## src/rtl/rsa_pkg.sv

```systemverilog
// Shared types and helpers for the modular-exponentiation sequencer.
// Optional build macro: RSA_SKIP_LZ_EN (leading-zero skipping, see rsa_exp_ctrl).
package rsa_pkg;

  // Top-level exponentiation schedule
  typedef enum logic [2:0] {
    IDLE,
    PRE_X,
    PRE_A,
    SQR,
    MUL,
    POST,
    FIN
  } state_t;

  // Per-multiplication sub-phases
  typedef enum logic [2:0] {
    CLR,
    LOAD,
    ITER,
    CAPT,
    WB
  } phase_t;

  // Cycles taken by one Montgomery multiplication: CLR + LOAD + WIDTH iterations + CAPT + WB
  function automatic int mmm_cycles(input int width);
    return width + 4;
  endfunction

  // Index of the highest set bit; 0 for a zero input (callers test for zero first)
  function automatic int msb_index(input logic [63:0] v);
    int idx;
    idx = 0;
    for (int i = 0; i < 64; i++) begin
      if (v[i]) idx = i;
    end
    return idx;
  endfunction

endpackage

```

## src/rtl/rsa_exp_ctrl_seq.sv

```systemverilog
// Phase sequencer for one Montgomery multiplication. A go pulse starts a
// CLR -> LOAD -> ITER x WIDTH -> CAPT -> WB run; the unit strobes are registered
// so they change exactly at phase boundaries. wb is high during the WB cycle.
module mmm_seq
  import rsa_pkg::*;
#(
  parameter int WIDTH = 8
) (
  input  logic clk,
  input  logic rstb,
  input  logic ena,
  input  logic go,
  output logic mmm_rst,
  output logic mmm_ld_a,
  output logic mmm_ld_r,
  output logic mmm_lock,
  output logic wb
);

  localparam int ITER_CYCLES = mmm_cycles(WIDTH) - 4;
  localparam int CW = $clog2(ITER_CYCLES + 1);

  phase_t phase_reg, phase_next;
  logic active_reg, active_next;
  logic [CW-1:0] iter_reg, iter_next;
  logic rst_reg, rst_next;
  logic lda_reg, lda_next;
  logic ldr_reg, ldr_next;
  logic lock_reg, lock_next;

  // Phase advance and strobe values for the coming cycle
  always_comb begin
    phase_next  = phase_reg;
    active_next = active_reg;
    iter_next   = iter_reg;
    if (go) begin
      phase_next  = CLR;
      active_next = 1'b1;
      iter_next   = '0;
    end else if (active_reg) begin
      case (phase_reg)
        CLR:  phase_next = LOAD;
        LOAD: begin
          phase_next = ITER;
          iter_next  = '0;
        end
        ITER: begin
          if (iter_reg == CW'(ITER_CYCLES - 1)) phase_next = CAPT;
          else iter_next = iter_reg + 1'b1;
        end
        CAPT: phase_next = WB;
        WB:   active_next = 1'b0;
        default: active_next = 1'b0;
      endcase
    end
    rst_next  = !(active_next && phase_next == CLR);
    lda_next  = active_next && phase_next == LOAD;
    ldr_next  = active_next && phase_next == CAPT;
    // lock is sticky from WB until the next multiplication clears the unit
    lock_next = lock_reg;
    if (active_next && phase_next == WB) lock_next = 1'b1;
    else if (active_next && phase_next == CLR) lock_next = 1'b0;
  end

  // Phase and strobe registers; frozen while ena is low
  always_ff @(posedge clk or negedge rstb) begin
    if (!rstb) begin
      phase_reg  <= CLR;
      active_reg <= 1'b0;
      iter_reg   <= '0;
      rst_reg    <= 1'b0;
      lda_reg    <= 1'b0;
      ldr_reg    <= 1'b0;
      lock_reg   <= 1'b0;
    end else if (ena) begin
      phase_reg  <= phase_next;
      active_reg <= active_next;
      iter_reg   <= iter_next;
      rst_reg    <= rst_next;
      lda_reg    <= lda_next;
      ldr_reg    <= ldr_next;
      lock_reg   <= lock_next;
    end
  end

  assign mmm_rst  = rst_reg;
  assign mmm_ld_a = lda_reg;
  assign mmm_ld_r = ldr_reg;
  assign mmm_lock = lock_reg;
  assign wb       = active_reg && (phase_reg == WB);

endmodule

```

## src/rtl/rsa_exp_ctrl.sv

```systemverilog
// Left-to-right square-and-multiply sequencer driving a Montgomery multiplier.
// Computes result = msg^expo mod modulus. Optional build macro RSA_SKIP_LZ_EN:
// skips PRE_A and the leading zeros of the exponent (data-dependent latency);
// without it the schedule is constant-time in the exponent's leading zeros.
module rsa_exp_ctrl
  import rsa_pkg::*;
#(
  parameter int WIDTH = 8
) (
  input  logic             clk,
  input  logic             rstb,
  input  logic             ena,
  input  logic             start,
  input  logic [WIDTH-1:0] msg,
  input  logic [WIDTH-1:0] expo,
  input  logic [WIDTH-1:0] modulus,
  input  logic [WIDTH-1:0] r2,
  output logic             mmm_en,
  output logic             mmm_rst,
  output logic             mmm_ld_a,
  output logic             mmm_ld_r,
  output logic             mmm_lock,
  output logic [WIDTH-1:0] mmm_a,
  output logic [WIDTH-1:0] mmm_b,
  output logic [WIDTH-1:0] mmm_m,
  input  logic [WIDTH-1:0] mmm_r,
  output logic             busy,
  output logic             done,
  output logic [WIDTH-1:0] result
);

  localparam int CW = (WIDTH > 1) ? $clog2(WIDTH) : 1;
  localparam logic [WIDTH-1:0] ONE = WIDTH'(1);

  state_t state_reg, state_next;
  logic [WIDTH-1:0] msg_reg, expo_reg, mod_reg, r2_reg;
  logic [WIDTH-1:0] acc_reg, acc_next;
  logic [WIDTH-1:0] xbar_reg, xbar_next;
  logic [WIDTH-1:0] result_reg, result_next;
  logic [CW-1:0]    bit_reg, bit_next;
  logic             latch;
  logic             go;
  logic             wb;
  logic [WIDTH:0]   diff;
  logic [WIDTH-1:0] red;

  mmm_seq #(.WIDTH(WIDTH)) u_seq (
    .clk      (clk),
    .rstb     (rstb),
    .ena      (ena),
    .go       (go),
    .mmm_rst  (mmm_rst),
    .mmm_ld_a (mmm_ld_a),
    .mmm_ld_r (mmm_ld_r),
    .mmm_lock (mmm_lock),
    .wb       (wb)
  );

  // Final conditional subtraction: the unit returns a value below 2M
  assign diff = {1'b0, mmm_r} - {1'b0, mod_reg};
  assign red  = diff[WIDTH] ? mmm_r : diff[WIDTH-1:0];

  // Operand selection; values only change at WB edges so they hold through CLR..CAPT
  always_comb begin
    mmm_a = '0;
    mmm_b = '0;
    mmm_m = (state_reg == IDLE) ? '0 : mod_reg;
    case (state_reg)
      PRE_X: begin mmm_a = msg_reg; mmm_b = r2_reg;   end
      PRE_A: begin mmm_a = ONE;     mmm_b = r2_reg;   end
      SQR:   begin mmm_a = acc_reg; mmm_b = acc_reg;  end
      MUL:   begin mmm_a = acc_reg; mmm_b = xbar_reg; end
      POST:  begin mmm_a = acc_reg; mmm_b = ONE;      end
      default: ;
    endcase
  end

  // Schedule: each state waits for its multiplication's WB cycle, stores the
  // reduced product and launches the next multiplication in the same cycle
  always_comb begin
    state_next  = state_reg;
    acc_next    = acc_reg;
    xbar_next   = xbar_reg;
    result_next = result_reg;
    bit_next    = bit_reg;
    latch       = 1'b0;
    go          = 1'b0;
    case (state_reg)
      IDLE: begin
        if (start) begin
          latch      = 1'b1;
          go         = 1'b1;
          bit_next   = CW'(WIDTH - 1);
          state_next = PRE_X;
        end
      end
      PRE_X: begin
        if (wb) begin
          xbar_next = red;
          go        = 1'b1;
`ifdef RSA_SKIP_LZ_EN
          if (expo_reg == '0) begin
            state_next = PRE_A;
          end else begin
            // Montgomery form of msg already equals acc after the top 1 bit
            acc_next = red;
            if (msb_index(64'(expo_reg)) == 0) begin
              state_next = POST;
            end else begin
              bit_next   = CW'(msb_index(64'(expo_reg)) - 1);
              state_next = SQR;
            end
          end
`else
          state_next = PRE_A;
`endif
        end
      end
      PRE_A: begin
        if (wb) begin
          acc_next = red;
          go       = 1'b1;
`ifdef RSA_SKIP_LZ_EN
          state_next = POST;
`else
          state_next = SQR;
`endif
        end
      end
      SQR: begin
        if (wb) begin
          acc_next = red;
          go       = 1'b1;
          if (expo_reg[bit_reg]) begin
            state_next = MUL;
          end else if (bit_reg == '0) begin
            state_next = POST;
          end else begin
            bit_next   = bit_reg - 1'b1;
            state_next = SQR;
          end
        end
      end
      MUL: begin
        if (wb) begin
          acc_next = red;
          go       = 1'b1;
          if (bit_reg == '0) begin
            state_next = POST;
          end else begin
            bit_next   = bit_reg - 1'b1;
            state_next = SQR;
          end
        end
      end
      POST: begin
        if (wb) begin
          result_next = red;
          state_next  = FIN;
        end
      end
      FIN:     state_next = IDLE;
      default: state_next = IDLE;
    endcase
  end

  // State, datapath and latched-input registers; frozen while ena is low
  always_ff @(posedge clk or negedge rstb) begin
    if (!rstb) begin
      state_reg  <= IDLE;
      msg_reg    <= '0;
      expo_reg   <= '0;
      mod_reg    <= '0;
      r2_reg     <= '0;
      acc_reg    <= '0;
      xbar_reg   <= '0;
      result_reg <= '0;
      bit_reg    <= '0;
    end else if (ena) begin
      state_reg  <= state_next;
      acc_reg    <= acc_next;
      xbar_reg   <= xbar_next;
      result_reg <= result_next;
      bit_reg    <= bit_next;
      if (latch) begin
        msg_reg  <= msg;
        expo_reg <= expo;
        mod_reg  <= modulus;
        r2_reg   <= r2;
      end
    end
  end

  assign mmm_en = ena;
  assign busy   = (state_reg != IDLE) && (state_reg != FIN);
  assign done   = (state_reg == FIN);
  assign result = result_reg;

endmodule

```

## config.mk

```make
export PLATFORM = sky130hd
export DESIGN_NAME = rsa_exp_ctrl
export DESIGN_NICKNAME = d
export VERILOG_FILES = /design/src/rtl/rsa_pkg.sv /design/src/rtl/rsa_exp_ctrl_seq.sv /design/src/rtl/rsa_exp_ctrl.sv
export SDC_FILE = /design/constraint.sdc
export NUM_CORES = 1
export LEC_CHECK = 0
export ABC_AREA = 1
export BUFFER_PORTS_ARGS = -buffer_cell sky130_fd_sc_hd__clkbuf_2
export CAP_MARGIN = 20
export CORE_MARGIN = 2
export CORE_UTILIZATION = 52
export CTS_BUF_LIST = sky130_fd_sc_hd__clkbuf_8
export DETAILED_ROUTE_END_ITERATION = 16
export PLACE_DENSITY_LB_ADDON = 0.05
export SYNTH_ARGS = -nofsm -noshare
export SYNTH_HDL_FRONTEND = slang
export SYNTH_SLANG_ARGS = --single-unit
```

## constraint.sdc

```tcl
create_clock -name clk -period 1.9 [get_ports clk]
set_input_delay 0 -clock clk [delete_from_list [all_inputs] [get_ports clk]]
set_output_delay 0 -clock clk [all_outputs]
set_load 0.01 [all_outputs]
```

== After elaboration in Yosys (flattened, before gate mapping) ==
Cells that the tools add are included.

* Register bits: 74
* Word-level logic and storage cells: 110
* Output and inout port bits: 39
* Bits of input ports: 44

* Order comparisons: 1
* Reduce and logical (&&, ||, !) cells: 29
* Mux-type cells: 38
* Equality and inequality tests: 23
* $add $sub $neg: 3

{| class="wikitable"
|+ Operators with widths
! cell !! number
|-
| two-way mux 3 bit || 16
|-
| one-hot mux 8 bit (4 select lines) || 1
|-
| one-hot mux 8 bit (3 select lines) || 1
|-
| one-hot mux 3 bit (6 select lines) || 1
|-
| two-way mux 8 bit || 2
|-
| equality test 3 x 2 -> 1 bit, second input constant || 5
|-
| equality test 3 bit, second input constant || 5
|-
| logical NOT 3 bit || 4
|-
| two-way mux 4 bit || 3
|-
| one-hot mux 3 bit (4 select lines) || 1
|-
| != test 2 x 1 -> 1 bit, second input constant || 5
|-
| equality test 3 x 1 -> 1 bit, second input constant || 3
|-
| two-way mux 1 bit || 9
|-
| one-hot mux 3 bit (3 select lines) || 1
|-
| AND reduction 3 bit || 3
|-
| nonzero test 3 bit || 3
|-
| subtractor 8 x 8 -> 9 bit || 1
|-
| one-hot mux 4 bit (2 select lines) || 1
|-
| OR reduction 4 bit || 2
|-
| AND reduction 7 bit || 1
|-
| logical AND 1 bit || 6
|-
| != test 3 bit, second input constant || 2
|-
| AND reduction 6 bit || 1
|-
| OR reduction 3 bit || 2
|-
| other kinds (12) || 15
|}

== Logic depth before layout (Yosys ltp) ==
* Depth in word-level cells: 9
* Mapped depth: 12
* Mapped depth without buffers: 12

== Cells and area by module ==
From an unflattened synthesis, not the netlist that was laid out.

* Cells, all modules: 516
* Area, all modules: 4237.8 um2

{| class="wikitable"
|+ By module, submodules not included
! module !! area an instance (um2) !! instances !! cells an instance !! seq. area each (um2)
|-
| rsa_exp_ctrl || 3562.2 || 1 || 431 || 1551.5
|-
| mmm_seq || 675.6 || 1 || 85 || 300.3
|}

== Worst setup path after synthesis ==
Ideal clock, no wire load.

* Path type: reg2reg
* Start: register mod_reg[0]
* End: register result_reg[7] (netlist: result[7])
* Buffers on the path: 1
* Period minus slack after synthesis: 1.784 ns
* Arrival time: 1.666 ns
* Library setup time: 0.118 ns
* Slack: 0.116 ns
* Stages on the path, launching flop included: 10
* Required time: 1.782 ns
* Path through: dfrtp_1 -> ha_1 -> fa_1 -> o21ai_2 -> nand2_1 -> nand2_2 -> buf_6 -> nand3_1 -> nand3_1 -> nand2_1

* Longest elaborated chain between the ends: 2

{| class="wikitable"
|+ Ends and longest elaborated chain
! element !! RTL line !! source
|-
| start: declaration || rsa_exp_ctrl.sv:36 || <nowiki>logic [WIDTH-1:0] msg_reg, expo_reg, mod_reg, r2_reg;</nowiki>
|-
| start signal: assignment || rsa_exp_ctrl.sv:188 || <nowiki>mod_reg <= modulus;</nowiki>
|-
| subtractor 8 x 8 -> 9 bit || rsa_exp_ctrl.sv:60 || <nowiki>assign diff = {1'b0, mmm_r} - {1'b0, mod_reg};</nowiki>
|-
| two-way mux 8 bit || rsa_exp_ctrl.sv:61 || <nowiki>assign red = diff[WIDTH] ? mmm_r : diff[WIDTH-1:0];</nowiki>
|-
| end signal: assignment || rsa_exp_ctrl.sv:183 || <nowiki>result_reg <= result_next;</nowiki>
|-
| end: declaration || rsa_exp_ctrl.sv:39 || <nowiki>logic [WIDTH-1:0] result_reg, result_next;</nowiki>
|}

No other way between the ends.
A chain may end at the register's enable or synchronous reset.

== Final worst setup path ==
* Start: register mod_reg[0]
* End: register result_reg[4] (netlist: result[4])

The elaborated chain is that of the path after synthesis.

==> reports/qor.yml <==
synth_cells: 526
num-fill-cells: 658
power_leakage_nw: 2.78
timing.fmax_mhz: 551
clk_pin_slew_worst_paths_ns: 0.09
setup_violations: 0
ff2ff_path_depth: 8
vdd_drop_max_v: 0.000785
multiInputGateArea_sq_um: 2000
hold_path_startpoint: "ena"
portBuffers: 82
regToRegSetupSlack_ns: 0.08
final_layout_size_suffix_gt1_frac: 0.264
number_of_buffers_between_clock_root_and_the_deepest_sink: 2
starting_density_of_the_core: 0.536
critPathCaptureType: "flop"
number_of_detailed_routing_iterations_run_before_antenna_repair: 4
synth_flop_cell: "sky130_fd_sc_hd__dfrtp_1"
first_global_vias: 3727
detailed_place_hpwl_mm: 7.53
i_o_pin_cnt: 83
clk-insertion-delay-late_ns: 0.34
flow.area_growth_from_synthesis_pct: 28.6
die_w_um: 93.3
start_kind: "flop"
num-nets-final: 718
ffs_w_async_s_r_synth: 1.00
clock_sink_count: 74
drt.antenna.violating_nets: 0
fp.dieArea_sq_um: 8700
yosysWarningCount: 0
maxSlewHeadroom: 0.595
worst-slew-pin-transition_ns: 0.608
clockRootBuffer: "sky130_fd_sc_hd__clkbuf_8"
globalRouteOverflowTotal: 0
synth-edff-count: 0
grt_antenna_before_repair: 0
critical_path.startpoint: "mod_reg[0]$_DFFE_PN0P_"
grt_usage: 0.251
max_cap_violations: 0
timing.final.max_slew_violations: 0
cts_inserted_buffers: 9
hold-path-cell-count: 4
holdPathEnd: "u_seq.mmm_ld_r$_DFFE_PN0P_"
floorplan.die.height_um: 93.3
ys_seq_area_frac: 0.447
power-per-cell-area_nw_per_um2: 1450
number_of_distinct_standard_cells_referenced_by_the_synthesized_netlist: 37
core_area_sq_um: 7730
drc: 0
seqCellArea_sq_um: 1860
number_of_storage_elements_in_the_synthesis_netlist: 74
critical_path.reg2reg.endpoint: "result[4]$_DFFE_PN0P_"
layout.cell_area.non_filler_sq_um: 5330
worst_ep_required_time_ns: 2.13
avgRoutedWirePerCell_um: 13.8
holdCritPathClass: "input pin to flop"
final.period_utilization: 0.956
h-tree-depth: 3
finalHoldWorstSlack_ns: 0.0250
finalWeightedCongestion: 0.889
synth.cell_area_sq_um: 4150
syn-mean-instance-area_sq_um: 7.88
grt_first_pass_wirelength_mm: 17.4
tritoncts: "done"
hold_viol_final: 0
initialDrtViolationCount: 233
largest_net_degree_at_the_start_of_global_routing: 48
outcome: "completed"
worst-path-max-fanout: 3
fin_worst_skew_ns: 0.0167
diodes: 0
core.rowCount: 32
postRouteWirelength_mm: 10.6
finalCriticalPeriod_ns: 1.82
place_area_sq_um: 4730
synthesis.nets: 582
cp_data_arrival_time_ns: 2.04
r2r_start: "mod_reg[0]$_DFFE_PN0P_"
category_of_the_most_critical_setup_path: "flop to flop"
routed-via-count: 3895
post_drt_via_cell_ratio: 5.07
==> worst max path at each step <==
stage / end / cells past startpoint
2_1_floorplan: result[7]$_DFFE_PN0P_ / 9
3_3_place_gp: result[0]$_DFFE_PN0P_ / 9
3_5_place_dp: acc_reg[1]$_DFFE_PN0P_ / 8
4_1_cts: mmm_a[5] / 8
5_1_grt: acc_reg[6]$_DFFE_PN0P_ / 9
6_report: result[4]$_DFFE_PN0P_ / 8
==> worst max-delay path, stage by stage, from the launching register on <==
cell and delay (ns):
sky130_fd_sc_hd__dfrtp_1 0.41, sky130_fd_sc_hd__ha_2 0.19, sky130_fd_sc_hd__fa_2 0.36, sky130_fd_sc_hd__o21ai_2 0.16
sky130_fd_sc_hd__buf_4 0.14, sky130_fd_sc_hd__xnor2_1 0.14, sky130_fd_sc_hd__nand2_1 0.13, sky130_fd_sc_hd__nand3_1 0.12
sky130_fd_sc_hd__nand2_1 0.06
==> repair_timing <==
item,in CTS,in global routing
endpoints found under the hold margin,106,0
pin swaps,1,5
buffers inserted,0,5
setup endpoints to repair,34,30
gates cloned,0,1
hold buffers,33,0
resized for setup,6,8
==> report_power, final <==
group | internal (mW) | switching (mW) | total, mW
registers | 2.17 | 0.406 | 2.57
clock network | 0.521 | 0.630 | 1.15
logic | 1.57 | 2.45 | 4.03
==> metal layers <==
layer,global-route usage,vias to the layer above,share of wire
met5,0,-,0
met4,0.0650,0,0.013
met3,0.0387,12,0.051
met2,0.384,126,0.44
met1,0.375,1800,0.50
li1,-,1957,-
==> kinds of logic (layout without fill, tap and decap cells) <==
| family | after synthesis | after routing | synth area share |
|---|---|---|---|
| compound gates | 67 | 67 | 0.0896 |
| flops | 74 | 74 | 0.447 |
| mux | 8 | 8 | 0.0217 |
| simple gates | 282 | 283 | 0.309 |
| buf+inv | 77 | 217 | 0.0824 |
| xor+xnor | 6 | 6 | 0.0127 |
| fa+ha+maj | 12 | 12 | 0.0380 |
==> stage by stage <==
| step | std cells | power (mW) | TNS [ns] | util | setup WS [ns] |
|---|---|---|---|---|---|
| after detailed placement | 714 | 6.38 | -0.123 | 0.612 | -0.0246 |
| after global placement | 714 | 6.30 | -0.0142 | 0.612 | -0.0142 |
| after global routing | 769 | 8.42 | -0.00499 | 0.690 | -0.00499 |
| after CTS | 763 | 7.63 | 0 | 0.681 | 0.0143 |
| after floorplan | 526 | 5.24 | 0 | - | 0.116 |
| final | 769 | 7.75 | 0 | 0.690 | 0.0836 |
==> cell usage in the layout (no fill, tap or decap), types with 3 or more instances in the layout <==
cell type,synthesis,layout
sky130_fd_sc_hd__inv_2,3,6
sky130_fd_sc_hd__nand2_2,10,12
sky130_fd_sc_hd__or2_2,5,5
sky130_fd_sc_hd__mux2_2,8,8
sky130_fd_sc_hd__buf_4,5,20
sky130_fd_sc_hd__nand2_4,2,3
sky130_fd_sc_hd__ha_1,11,9
sky130_fd_sc_hd__o21ai_1,11,11
sky130_fd_sc_hd__dfrtp_2,0,3
sky130_fd_sc_hd__o22ai_1,6,6
sky130_fd_sc_hd__dfrtp_1,74,71
sky130_fd_sc_hd__nor2_4,3,3
sky130_fd_sc_hd__nor2_1,26,26
sky130_fd_sc_hd__dlygate4sd3_1,0,33
sky130_fd_sc_hd__nand3_1,53,53
sky130_fd_sc_hd__nand3_2,3,3
sky130_fd_sc_hd__o21ai_0,34,34
sky130_fd_sc_hd__inv_1,58,55
sky130_fd_sc_hd__clkinvlp_4,0,3
sky130_fd_sc_hd__clkbuf_2,0,81
sky130_fd_sc_hd__a21oi_1,5,3
sky130_fd_sc_hd__clkbuf_8,0,10
sky130_fd_sc_hd__xor2_1,3,3
sky130_fd_sc_hd__o211ai_1,7,7
sky130_fd_sc_hd__nand2_1,173,171
sky130_fd_sc_hd__xnor2_1,3,3
==> cell type report <==
cell class / instances / area share
Multi-Input combinational cell: 376 / 0.375
Inverter: 65 / 0.0469
Tap cell: 102 / 0.0239
Clock buffer: 10 / 0.0258
Clock inverter: 6 / 0.00915
Timing Repair Buffer: 136 / 0.171
Sequential cell: 74 / 0.348
==> Yosys cell counts (all sizes together) (5+ instances only) <==
master	instances	area share
nand2	185	0.18
inv	63	0.058
dfrtp	74	0.45
o22ai	6	0.0091
mux2	8	0.022
o211ai	7	0.013
or2	6	0.0091
buf	12	0.022
nand3	57	0.075
ha	11	0.033
nor2	30	0.037
o21ai	46	0.056
a21oi	5	0.0060
Note: power is estimated with default switching activity, not from simulation.
